==> config.mk <==
export PLATFORM = sky130hd
export DESIGN_NAME = rc4_stream_xor
export DESIGN_NICKNAME = d
export VERILOG_FILES = /design/src/rtl/rc4_stream_xor.sv
export SDC_FILE = /design/constraint.sdc
export NUM_CORES = 1
export LEC_CHECK = 0
export CORE_AREA = 2 2 92 94
export CTS_BUF_LIST = sky130_fd_sc_hd__clkbuf_8 sky130_fd_sc_hd__clkbuf_16
export CTS_CLUSTER_DIAMETER = 80
export DETAILED_ROUTE_END_ITERATION = 8
export DIE_AREA = 0 0 94 96
export PLACE_DENSITY = 0.73
export SLEW_MARGIN = 20
export SYNTH_ARGS = -nofsm -noshare
export SYNTH_HDL_FRONTEND = slang
export SYNTH_SLANG_ARGS = --single-unit
export TNS_END_PERCENT = 1
==> constraint.sdc <==
create_clock -name clk -period 2.3 [get_ports clk]
set_clock_uncertainty 0.15 [all_clocks]
set_input_delay 0.575 -clock clk [delete_from_list [all_inputs] [get_ports clk]]
set_output_delay 0.575 -clock clk [all_outputs]
set_load 0.02 [all_outputs]
==> src/rtl/rc4_stream_xor.sv <==
// RC4 keystream consumer: buffers generator bytes in a small FIFO, optionally
// discards the first DROP_N of them, and XORs the rest onto the din byte stream.
module rc4_stream_xor #(
    parameter int DROP_N   = 0,
    parameter int KS_DEPTH = 4,
    parameter int CNT_W    = 16
) (
    input  logic             clk,
    input  logic             rst,
    input  logic             start,
    input  logic [7:0]       ks_data,
    input  logic             ks_valid,
    output logic             ks_ready,
    input  logic [7:0]       din_data,
    input  logic             din_valid,
    input  logic             din_last,
    output logic             din_ready,
    output logic [7:0]       dout_data,
    output logic             dout_valid,
    output logic             dout_last,
    input  logic             dout_ready,
    output logic [CNT_W-1:0] byte_cnt,
    output logic             busy,
    output logic             done
);

    localparam int AW = $clog2(KS_DEPTH);

    localparam logic [1:0] S_IDLE  = 2'd0;
    localparam logic [1:0] S_DROP  = 2'd1;
    localparam logic [1:0] S_RUN   = 2'd2;
    localparam logic [1:0] S_DRAIN = 2'd3;

    localparam logic [15:0] DROP_LAST = (DROP_N > 0) ? 16'(DROP_N - 1) : 16'd0;

    logic [1:0]  state;
    logic [7:0]  fifo_mem [KS_DEPTH];
    logic [AW:0] wr_ptr;
    logic [AW:0] rd_ptr;
    logic [15:0] drop_cnt;
    logic        fifo_full;
    logic        fifo_empty;
    logic        ks_fire;
    logic        din_fire;
    logic        dout_fire;
    logic        push;
    logic [7:0]  head;

    // Extra pointer MSB distinguishes full from empty when the index bits match
    assign fifo_empty = (wr_ptr == rd_ptr);
    assign fifo_full  = (wr_ptr[AW] != rd_ptr[AW]) && (wr_ptr[AW-1:0] == rd_ptr[AW-1:0]);
    assign head       = fifo_mem[rd_ptr[AW-1:0]];

    always_comb begin
        ks_ready  = 1'b0;
        din_ready = 1'b0;
        case (state)
            S_DROP:  ks_ready = 1'b1;
            S_RUN: begin
                ks_ready  = !fifo_full;
                din_ready = !fifo_empty && (!dout_valid || dout_ready);
            end
            default: begin
                ks_ready  = 1'b0;
                din_ready = 1'b0;
            end
        endcase
    end

    assign ks_fire   = ks_valid && ks_ready;
    assign din_fire  = din_valid && din_ready;
    assign dout_fire = dout_valid && dout_ready;
    assign push      = ks_fire && (state == S_RUN);
    assign busy      = (state != S_IDLE);

    always_ff @(posedge clk) begin
        if (push) begin
            fifo_mem[wr_ptr[AW-1:0]] <= ks_data;
        end
    end

    always_ff @(posedge clk) begin
        if (rst) begin
            state      <= S_IDLE;
            wr_ptr     <= '0;
            rd_ptr     <= '0;
            drop_cnt   <= '0;
            dout_data  <= '0;
            dout_valid <= 1'b0;
            dout_last  <= 1'b0;
            byte_cnt   <= '0;
            done       <= 1'b0;
        end else begin
            done <= 1'b0;
            if (push) begin
                wr_ptr <= wr_ptr + (AW+1)'(1);
            end
            if (din_fire) begin
                rd_ptr     <= rd_ptr + (AW+1)'(1);
                dout_data  <= din_data ^ head;
                dout_last  <= din_last;
                dout_valid <= 1'b1;
            end else if (dout_fire) begin
                dout_valid <= 1'b0;
                dout_last  <= 1'b0;
            end
            if (dout_fire) begin
                byte_cnt <= byte_cnt + CNT_W'(1);
            end

            case (state)
                S_IDLE: begin
                    if (start) begin
                        byte_cnt <= '0;
                        drop_cnt <= '0;
                        state    <= (DROP_N > 0) ? S_DROP : S_RUN;
                    end
                end
                S_DROP: begin
                    if (ks_fire) begin
                        drop_cnt <= drop_cnt + 16'd1;
                        if (drop_cnt == DROP_LAST) begin
                            state <= S_RUN;
                        end
                    end
                end
                S_RUN: begin
                    if (din_fire && din_last) begin
                        state <= S_DRAIN;
                    end
                end
                default: begin
                    // Leftover keystream belongs to this message only, so discard it
                    if (dout_fire) begin
                        state  <= S_IDLE;
                        done   <= 1'b1;
                        rd_ptr <= wr_ptr;
                    end
                end
            endcase
        end
    end

endmodule
==> flow_summary.ini <==
[pwr]
p_leak_nw = 1.66
p_switching_mw = 0.784
clockPowerShare_pct = 37.9
p_int_mw = 2.23
p_sw_share_pct = 26.0
irDropWorstVdd_uv = 428
seqPwrFrac_pct = 51.3
power_frac_comb_pct = 10.8
p_per_area_nw_per_um2 = 607

[synthesis]
synth_top_area_cell = dfxtp_1
syn_avg_cell_area_um2 = 10.6
synth_ff_type = dfxtp_1
async_flop_share_pct = 0
yosysWarnings = 0
syn_nets = 398
synth.distinct_cells = 43
postSynthCellCount = 363
ys_seq_area_share_pct = 51.4
synth_edf_count = 32
synth_area_um2 = 3850
synth_top_cells_by_area = dfxtp_1, edfxtp_1, mux4_2, xnor2_1, ha_1
synth-seq-cells = 83
yosys.area.top_type_share_pct = 26.5

[min_path]
worstHoldStart = drop_cnt[13]$_SDFFE_PP0P_
hold_class = reg -> reg

[finish]
layout_commonest_cell = dfxtp_1
utilization_pct = 61.6
antennaDiodeCount = 0
area_growth_pct = 28.7
layout-drive-gt1-share_pct = 16.2
fin_nets = 481
final_cell_mix = dfxtp_1, clkdlybuf4s50_1, nor2_1
fillers = 652

[die]
initial_core_util_pct = 47.9
die_y_um = 96
die_area_um2 = 9020
die_w_um = 94
fp-row-count = 33
core_um2 = 8050
num_io_pins = 53

[clock_network]
clk_transition_reported_paths_ns = 0.09
cts.hold.buffers_added = 0
numCtsBuffers = 9
clock_sinks = 83
insertion_delay_ns = 0.36
htree_levels = 3
cts_root_buf = clkbuf_8
cts_buffer_depth = 2
cts_tree = built

[grt]
antenna_found_initial = 0
grt_pass1_vias = 2889
grt_usage_pct = 19.6
grt_max_degree = 36
overflow = 0
grt_pass1_wl_um = 13600

[routing]
vias_per_cell = 5.37
ant_nets = 0
drtPass1Iterations = 6
vias = 2983
drcViolationCount = 0
drt-wirelength-per-cell_um = 14.7
drtIter0Drc = 135
totalWireLength_um = 8190

[critical_path]
criticalPathCategory = in -> out
crit_required_ns = 1.57
r2r_setup_slack_ns = 0.09
setup.worst_path.start = dout_ready
startpoint_type = input pin
crit_path_end_kind = output pin
critPathMaxFanout = 4
worstPathCellList = dlygate4sd2_1 -> nor2b_2 -> a31oi_2 -> and2_1 -> buf_4
max_stage_delay_ns = 0.27
critPathSlowestCell = dlygate4sd2_1
critPathArrivalTime_ns = 1.48
reg2reg_from = state[1]$_SDFFE_PP0P_

[timing]
slew_headroom_pct = 62.0
hold_viol = 0
finalCritPeriodShare_pct = 96.0
fmax_ghz = 0.453
drv_slew = 0
fin_ws_ns = 0.0912
worst_slew_pin_slew_ns = 0.566
min_period_ns = 2.21
rsz0062_at_grt = no
finalSetupViolations = 0

[placement]
dp_hpwl_um = 5860
post-place-ws_ns = -0.619
port_buffers = 52
globalplace.congestion = 0.783

[status]
status = completed

[job]
max_cap_violations = 0
[power groups by stage]
stage	Sequential [mW]	Clock [mW]	Combinational, mW
global route	1.55	1.23	0.351
floorplan	1.58	0	0.166
global placement	1.58	0	0.320
detailed placement	1.58	0	0.328
finish	1.55	1.14	0.325
CTS	1.54	1.17	0.323
[Yosys cell counts (10+ instances only)]
cell type	number
nand3_1	12
nand2_1	31
nor2_1	39
nor3_1	14
xnor2_1	19
a21oi_1	18
a211oi_1	13
dfxtp_1	51
ha_1	12
edfxtp_1	32
inv_1	14
clkbuf_1	10
[layout make-up]
class | instances | area, um2 | share of cell area, %
clock buffer | 9 | 124 | 2.50
clock inverter | 7 | 93.8 | 1.89
inverter | 14 | 52.6 | 1.06
multi-input combinational | 250 | 1740 | 35.2
sequential | 83 | 1980 | 40.0
tap | 105 | 131 | 2.65
timing repair buffer | 88 | 831 | 16.8
[stage by stage]
stage                     setup TNS, ns  power (mW)  std cells  hold WS [ns]  cell area, um2
after floorplan                       0        1.75        363         0.295            3850
after detailed placement          -5.29        1.91        540         0.331            4740
after CTS                             0        3.04        556         0.343            4940
after global routing                  0        3.13        556         0.374            4960
final                                 0        3.01        556         0.346            4960
after global placement            -3.93        1.90        540         0.332            4740
[cell families after synthesis]
logic type,Yosys count,synth area share (%)
compound gates,64,12.2
xor+xnor,28,6.36
fa+ha+maj,12,3.89
buf+inv,30,3.73
flops,83,51.4
mux,11,5.52
simple gates,135,16.8
[final timing paths]
path / to / depth (start not counted)
min: drop_cnt[13]$_SDFFE_PP0P_ / 1
min reg2reg: drop_cnt[13]$_SDFFE_PP0P_ / 1
max: din_ready / 5
max reg2reg: state[1]$_SDFFE_PP0P_ / 8
[critical path: cells and delay by family]
family	cells	cell delay, ns
AND/OR/NAND/NOR	2	0.41
AO/OA/AOI/OAI	1	0.07
buffers and inverters	2	0.43
[registers in the layout, summed over array words and instances, names as in the netlist]
signal      flops
byte_cnt       16
done            1
dout_data       8
dout_last       1
dout_valid      1
drop_cnt       16
fifo_mem       32
rd_ptr          3
state           2
wr_ptr          3
[per-layer routing]
layer,share of wire [%],vias to the layer above,track usage (%)
met5,0,-,0
met4,1.5,0,7.25
met3,4.8,11,4.70
met2,49,76,33.7
met1,44,1418,24.1
li1,-,1478,-
[repair_timing]
item	in CTS	in global routing
endpoints found under the hold margin	0	0
resized for setup	11	4
endpoints found under the setup margin	3	3
setup buffers	0	0
(Power assumes the default switching activity.)
